[src/rtl/ocr_pkg.sv]
// ocr_pkg: shared OCR feature-stage types: pixel width, feature record, accumulator FSM states.
package ocr_pkg;

    localparam int PIX_W      = 32;
    localparam int FEAT_IDX_W = 16;
    localparam int FEAT_INK_W = 24;

    typedef enum logic {
        ACCUM = 1'b0,
        DONE  = 1'b1
    } feat_state_t;

    // Sized generously so one record type serves every ROWS setting; the top slices it down.
    typedef struct packed {
        logic [FEAT_INK_W-1:0] ink;
        logic [FEAT_IDX_W-1:0] top;
        logic [FEAT_IDX_W-1:0] bottom;
        logic [PIX_W-1:0]      cols;
        logic                  empty;
    } feat_rec_t;

endpackage

[src/rtl/row_feature_accum_popcount32.sv]
// popcount32: combinational count of set bits in a 32-bit word.
module popcount32 (
    input  logic [31:0] d,
    output logic [5:0]  cnt
);

    always_comb begin
        cnt = '0;
        for (int i = 0; i < 32; i++)
            cnt = cnt + 6'(d[i]);
    end

endmodule

[src/rtl/row_feature_accum.sv]
// row_feature_accum: accumulates ink, vertical extent and column occupancy over ROWS-row frames.
// Define ROW_FEAT_SOF_EN to add the row_sof start-of-frame input.
module row_feature_accum
    import ocr_pkg::*;
#(
    parameter int ROWS  = 32,
    parameter int IDX_W = $clog2(ROWS + 1),
    parameter int INK_W = $clog2(32 * ROWS + 1)
) (
    input  logic             clk,
    input  logic             rst_n,
    input  logic [31:0]      row_data,
    input  logic             row_valid,
    output logic             row_ready,
    output logic             feat_valid,
    input  logic             feat_ready,
    output logic [INK_W-1:0] feat_ink,
    output logic [IDX_W-1:0] feat_top,
    output logic [IDX_W-1:0] feat_bottom,
    output logic [31:0]      feat_cols,
    output logic             feat_empty
`ifdef ROW_FEAT_SOF_EN
    ,
    input  logic             row_sof
`endif
);

    localparam logic [IDX_W-1:0] IDX_NONE = IDX_W'(ROWS);
    localparam logic [IDX_W-1:0] IDX_LAST = IDX_W'(ROWS - 1);

    feat_state_t      state_q, state_d;
    logic             row_ready_q, row_ready_d;
    logic             feat_valid_q, feat_valid_d;
    logic [IDX_W-1:0] cnt_q, cnt_d;
    logic [INK_W-1:0] ink_q, ink_d;
    logic [31:0]      cols_q, cols_d;
    logic [IDX_W-1:0] top_q, top_d;
    logic [IDX_W-1:0] bot_q, bot_d;
    feat_rec_t        feat_q, feat_d;

    logic             acc, sof, last, nz;
    logic [5:0]       pc;
    logic [IDX_W-1:0] cnt_b, top_b, bot_b, top_n, bot_n;
    logic [INK_W-1:0] ink_b, ink_n;
    logic [31:0]      cols_b, cols_n;
    logic             unused_ok;

    popcount32 u_pc (.d(row_data), .cnt(pc));

    assign acc = row_valid && row_ready_q;
`ifdef ROW_FEAT_SOF_EN
    assign sof = acc && row_sof;
`else
    assign sof = 1'b0;
`endif

    // A start-of-frame row sees freshly cleared accumulators, so partial frames vanish.
    assign cnt_b  = sof ? '0 : cnt_q;
    assign ink_b  = sof ? '0 : ink_q;
    assign cols_b = sof ? '0 : cols_q;
    assign top_b  = sof ? IDX_NONE : top_q;
    assign bot_b  = sof ? IDX_NONE : bot_q;

    assign nz     = |row_data;
    assign ink_n  = ink_b + INK_W'(pc);
    assign cols_n = cols_b | row_data;
    assign top_n  = (nz && top_b == IDX_NONE) ? cnt_b : top_b;
    assign bot_n  = nz ? cnt_b : bot_b;
    assign last   = cnt_b == IDX_LAST;

    always_comb begin
        state_d      = state_q;
        row_ready_d  = row_ready_q;
        feat_valid_d = feat_valid_q;
        cnt_d        = cnt_q;
        ink_d        = ink_q;
        cols_d       = cols_q;
        top_d        = top_q;
        bot_d        = bot_q;
        feat_d       = feat_q;
        if (acc && last) begin
            cnt_d         = '0;
            ink_d         = '0;
            cols_d        = '0;
            top_d         = IDX_NONE;
            bot_d         = IDX_NONE;
            feat_d.ink    = FEAT_INK_W'(ink_n);
            feat_d.top    = FEAT_IDX_W'(top_n);
            feat_d.bottom = FEAT_IDX_W'(bot_n);
            feat_d.cols   = cols_n;
            feat_d.empty  = ink_n == '0;
            state_d       = DONE;
            row_ready_d   = 1'b0;
            feat_valid_d  = 1'b1;
        end else if (acc) begin
            cnt_d  = cnt_b + IDX_W'(1);
            ink_d  = ink_n;
            cols_d = cols_n;
            top_d  = top_n;
            bot_d  = bot_n;
        end else if (feat_valid_q && feat_ready) begin
            state_d      = ACCUM;
            row_ready_d  = 1'b1;
            feat_valid_d = 1'b0;
        end
    end

    always_ff @(posedge clk or negedge rst_n) begin
        if (!rst_n) begin
            state_q      <= ACCUM;
            row_ready_q  <= 1'b1;
            feat_valid_q <= 1'b0;
            cnt_q        <= '0;
            ink_q        <= '0;
            cols_q       <= '0;
            top_q        <= IDX_NONE;
            bot_q        <= IDX_NONE;
            feat_q       <= '{ink: '0, top: FEAT_IDX_W'(ROWS), bottom: FEAT_IDX_W'(ROWS),
                              cols: '0, empty: 1'b1};
        end else begin
            state_q      <= state_d;
            row_ready_q  <= row_ready_d;
            feat_valid_q <= feat_valid_d;
            cnt_q        <= cnt_d;
            ink_q        <= ink_d;
            cols_q       <= cols_d;
            top_q        <= top_d;
            bot_q        <= bot_d;
            feat_q       <= feat_d;
        end
    end

    assign row_ready   = row_ready_q;
    assign feat_valid  = feat_valid_q;
    assign feat_ink    = feat_q.ink[INK_W-1:0];
    assign feat_top    = feat_q.top[IDX_W-1:0];
    assign feat_bottom = feat_q.bottom[IDX_W-1:0];
    assign feat_cols   = feat_q.cols;
    assign feat_empty  = feat_q.empty;
    assign unused_ok   = ^{feat_q.ink, feat_q.top, feat_q.bottom, state_q};

endmodule

[config.mk]
export PLATFORM = sky130hd
export DESIGN_NAME = row_feature_accum
export DESIGN_NICKNAME = d
export VERILOG_FILES = /design/src/rtl/ocr_pkg.sv /design/src/rtl/row_feature_accum_popcount32.sv /design/src/rtl/row_feature_accum.sv
export SDC_FILE = /design/constraint.sdc
export NUM_CORES = 1
export LEC_CHECK = 0
export BUFFER_PORTS_ARGS = -buffer_cell sky130_fd_sc_hd__buf_2
export CELL_PAD_IN_SITES_DETAIL_PLACEMENT = 1
export CELL_PAD_IN_SITES_GLOBAL_PLACEMENT = 2
export CORE_ASPECT_RATIO = 1.1
export CORE_MARGIN = 2
export CORE_UTILIZATION = 35
export CTS_CLUSTER_SIZE = 8
export DETAILED_ROUTE_END_ITERATION = 10
export GPL_ROUTABILITY_DRIVEN = 0
export PLACE_DENSITY = 0.75
export SKIP_CTS_REPAIR_TIMING = 1
export SYNTH_ARGS = -nofsm -noshare
export SYNTH_HDL_FRONTEND = slang
export SYNTH_SLANG_ARGS = --single-unit
export TNS_END_PERCENT = 5
[constraint.sdc]
create_clock -name clk -period 3.2 [get_ports clk]
set_clock_uncertainty 0.1 [all_clocks]
set_input_delay 0.64 -clock clk [delete_from_list [all_inputs] [get_ports clk]]
set_output_delay 0.64 -clock clk [all_outputs]
set_load 0.01 [all_outputs]
======== Yosys cells after proc, flatten, opt, wreduce, memory -nomap -nowiden ========
Index checks and enable logic that the tools add are counted.
operators by class
  reductions and logical operators ........ 9
  eq/ne operators ......................... 3
  mux-type cells .......................... 18
  multipliers ............................. 0
  shifts and indexed selects .............. 0
  div/mod/pow operators ................... 0
  add/subtract/negate cells ............... 33
  bitwise operators ....................... 1
  magnitude comparators ................... 0
operator list
  kind                                                   count
  adder 6 x 1 -> 6 bit                                   30
  two-way mux 32 bit                                     2
  two-way mux 6 bit                                      8
  OR 32 bit                                              1
  OR reduction 32 bit                                    1
  two-way mux 11 bit                                     2
  adder 11 x 6 -> 11 bit                                 1
  zero test 11 bit                                       1
  adder 6 x 1 -> 6 bit, second input constant            1
  == test 6 x 5 -> 1 bit, second input constant          1
  == test 6 bit, second input constant                   1
  two-way mux 1 bit                                      6
  logical AND 1 bit                                      4
  nonzero test 2 bit                                     2
  adder 1 x 1 -> 2 bit                                   1
  inequality test 2 x 1 -> 1 bit, second input constant  1
  AND reduction 2 bit                                    1
word-level totals
  memory bits (writable) .................. 0
  ROM bits ................................ 0
  memories ................................ 0
  word-level logic and storage cells ...... 76
  register bits ........................... 119
  bits in latches ......................... 0
  output and inout port bits .............. 58

======== Depth between registers and ports, before layout ========
  word-level depth ........................ 34
  mapped depth ............................ 26
  depth with buffers taken out ............ 26

======== Hierarchy ========
Synthesis repeated with hierarchy kept, for this count alone.
unflattened totals
  cell total of the unflattened synthesis .. 612
  area, all modules ....................... 5998.3 um2
modules (own cells, without submodules)
  module             times used  cells an instance  area each (um2)
  row_feature_accum  1           516                5092.4
  popcount32         1           96                 905.9

======== Least setup slack after synthesis ========
OpenSTA, ideal clock, no wires.
  path type ............................... input-to-reg
  start ................................... input port row_data[0]
  end ..................................... register feat_q (netlist bit feat_empty)
  path buffers ............................ 1
  slack ................................... -3.327 ns
  library setup time ...................... 0.091 ns
  stages .................................. 19
  arrival time ............................ 6.336 ns
  cell sequence ........................... inv_1 -> ha_1 -> inv_1 -> fa_1 -> fa_1 -> fa_1 -> fa_1 -> fa_1 -> fa_1 -> fa_1 -> fa_1 -> inv_1 -> fa_1 -> a211oi_2 -> o21bai_1 -> a21o_1 -> buf_6 -> o311a_1 -> o31ai_1
between the ends
  cells in the longest elaborated chain, start to end .. 33
RTL lines
  what                                 RTL line                            text
  start, declared                      row_feature_accum.sv:12             input logic [31:0] row_data,
  adder 1 x 1 -> 2 bit                 row_feature_accum_popcount32.sv:10  cnt = cnt + 6'(d[i]);
  adder 6 x 1 -> 6 bit (30 in series)  row_feature_accum_popcount32.sv:10
  adder 11 x 6 -> 11 bit               row_feature_accum.sv:65             assign ink_n = ink_b + INK_W'(pc);
  zero test 11 bit                     row_feature_accum.sv:91             feat_d.empty = ink_n == '0;
  end signal, assigned                 row_feature_accum.sv:118            feat_q <= '{ink: '0, top: FEAT_IDX_W'(ROWS), bottom: FEAT_IDX_W'(ROWS),
  end signal, assigned                 row_feature_accum.sv:129            feat_q <= feat_d;
  end, declared                        row_feature_accum.sv:39             feat_rec_t feat_q, feat_d;
No other way between the ends.
A chain may end at the register's enable or synchronous reset.

======== Worst setup path in the final report ========
Ends and elaborated chain as after synthesis.

==> results by group <==
Outcome
  • Outcome: complete, but fails checks
  • Failing checks: negative setup slack

Clock tree
  • Clock Tree Buf Depth: 2
  • Clock sink total: 119
  • CTS tree: done
  • Num CTS Buffers: 17
  • CTS root buf: clkbuf_16
  • Reg clk slew, reported paths: 0.06 ns
  • Worst skew pair latency: 0.42 ns
  • # H-tree levels: 4

Final layout
  • Final Cell Area: 7670 sq um
  • Nets: 831
  • Layout cells sized above 1: 29.0%
  • Area growth syn-to-layout: 29.4%

Setup path
  • Crit path required time: 3.43 ns
  • Arr. time, crit path: 6.48 ns
  • R2r worst-path depth: 7
  • Worst R2R Setup Slack: 0.80 ns
  • CP peak stage delay: 0.54 ns
  • CP endpoint kind: flop
  • Largest fanout on the critical path: 5
  • CP cell instances: buf_2, inv_1, ha_1, inv_1, fa_1, fa_1, fa_1, fa_1, fa_1, fa_1, fa_2, fa_2, inv_2, fa_2, a211oi_2, o21bai_1, a21o_1, o311a_1, o31ai_1
  • Crit start category: input pin
  • Critical path's slowest cell: fa_2
  • Crit-path most repeated cell: fa_1
  • Crit Path Class: in -> reg

Yosys
  • Syn_nets: 690
  • Synthesized area per cell: 9.69 sq um
  • Synth warn: 0
  • Synth area leader: dfrtp_1
  • Synth Cell Area: 5930 sq um
  • Most numerous cell in the Yosys netlist: nor2_1
  • Ys flop type: dfrtp_1
  • Top cell type's share of synthesized area: 47.7%
  • Cell variety after synth: 44
  • Post-synth EDFFs: 0
  • Seq/Total Area, Yosys: 50.3%
  • Top cells by area, synth: dfrtp_1, fa_1, nor2_1
  • Post-synth ARST share: 100%
  • Syn Inst Count: 612
  • Top post-synthesis cells by count: nor2_1, dfrtp_1, a21oi_1
  • Synthesized flop and latch total: 119

Timing
  • Min cycle time layout: 6.26 ns
  • Fin crit share: 195%
  • # setup viols final: 23
  • Slew @ Worst Pin: 0.850 ns
  • Max transition margin: 43.4%
  • Fin. Hold Viols: 0
  • Slack of the critical path: -3.06 ns
  • Setup_tns: -59.51 ns
  • Max Fclk: 160 MHz
  • RSZ-0062 raised after global routing: yes
  • Max Slew Vio Count: 0

Route
  • Initial detailed-routing violation count: 247
  • Via count: 4,711
  • Residual DRC: 0
  • Wirelength per Cell: 16.4 um
  • Post-route ant nets: 0
  • Avg Vias per Cell: 4.85
  • Pre-antenna DRT Iters: 4
  • Final WL: 16,000 um

GRT
  • Vias in the first global route: 5,228
  • All-Layer GR Usage: 18.9%
  • Gr ovfl total: 0
  • Global-route wire length before repair: 26,600 um
  • Largest net degree at the start of global routing: 120
  • Antenna violations before repair: 0

Floorplanning
  • Initial Utilization: 36.0%
  • I/O Pins: 94
  • Die X-Extent: 128 um
  • FP Rows: 49
  • Die height: 141 um
  • Die ar.: 18,000 sq um
  • Core ar.: 16,500 sq um

Job
  • Max-Cap Viols: 0

Power and ir drop
  • Worst vdd ir: 0.647 mV
  • Total power draw: 6.98 mW
  • Leak: 3.96 nW
  • Cell Pwr Density: 910 nW/um^2

Placement
  • HPWL Detailed: 11,400 um
  • Pre-CTS setup slack: -3.55 ns
  • Post-Place Cell Area: 6960 sq um
  • Port Buf Inserts: 93

Worst hold path
  • HP Class: in -> async
-- logic make-up (layout without fill, tap and decap cells) --
kind of cell	count (synthesis)	after routing	share of synthesized area [%]
AND/OR/NAND/NOR	207	207	15.2
other	0	1	0
buffers and inverters	85	238	6.12
adder cells (fa/ha/maj)	42	42	12.0
XOR/XNOR	16	16	2.36
multiplexers	6	6	1.01
AO/OA/AOI/OAI	137	138	12.9
flip-flops	119	119	50.3
-- power breakdown --
group	internal (mW)	switching (mW)
registers	1.51	0
clock network	1.21	0.717
logic	1.80	1.76
total	4.51	2.47
-- area by class of cell --
| cell class | instances | area [sq um] |
|---|---|---|
| antenna | 1 | 2.50 |
| clock buffer | 21 | 470 |
| clock inverter | 11 | 124 |
| fill | 1922 | 8820 |
| inverter | 55 | 206 |
| multi-input combinational | 409 | 2710 |
| sequential | 119 | 2990 |
| tap | 204 | 255 |
| timing repair buffer | 151 | 922 |
-- metrics by stage --
| stage | std cells | util, % | hold slack [ns] |
|---|---|---|---|
| 2_1_floorplan | 612 | - | 0.244 |
| 3_3_place_gp | 936 | 42.2 | 0.350 |
| 3_5_place_dp | 936 | 42.2 | 0.355 |
| 4_1_cts | 968 | 45.8 | 0.252 |
| 5_1_grt | 970 | 46.5 | 0.272 |
| 6_report | 971 | 46.5 | 0.214 |
-- registers in the layout, indices dropped and copies added (netlist names) --
signal and cells:
feat_empty 1, feat_cols 32, feat_top 6, feat_valid 1, row_ready 1, cnt_b 6
cols_b 32, ink_b 11, bot_b 6, feat_bottom 6, feat_ink 11, top_b 6
-- path summary, 6_finish.rpt --
path / endpoint / start
setup / recovery: feat_empty / row_data[0]
hold / removal: feat_ink[3] / rst_n
setup reg to reg: feat_empty / ink_b[0]
hold reg to reg: feat_top[5] / feat_top[5]
max in group asynchronous: cols_b[8] / rst_n
min in group clk: feat_top[5] / feat_top[5]
-- cell usage in the layout, fill, tap and decap left out, types with 3 or more instances in the layout --
cell type,synthesis,final
dfrtp_1,113,113
clkinv_2,0,3
fa_1,25,22
a21oi_1,75,74
clkbuf_16,0,17
inv_2,0,5
fa_2,0,3
ha_4,0,3
xnor2_1,10,10
nor2_1,114,114
nor3_1,4,3
o21ai_1,15,21
mux2i_1,6,6
buf_2,20,91
inv_1,55,50
clkinv_4,0,3
clkinvlp_4,0,3
xor2_1,6,4
ha_1,17,13
a22o_1,6,6
a31oi_1,7,7
clkbuf_8,0,3
dfstp_2,6,6
nand3_1,5,4
nand2_1,54,54
nor4_1,7,7
o21ai_2,0,4
o21ai_0,20,10
nand4_1,7,7
o31ai_1,5,3
buf_4,1,58
-- worst max-delay path: cells and delay by family --
kind                       cells  cell delay [ns]
AOI/OAI and AO/OA              5             1.26
adders and majority gates     10             4.37
buffers and inverters          4             0.23
-- per-layer routing --
layer	global-route usage, %	up-vias	share of wire (%)
met5	0	-	0
met4	5.90	0	1.4
met3	4.24	16	3.1
met2	32.5	72	51
met1	23.5	2327	44
li1	-	2296	-
Power figures use the tool's default switching activity.
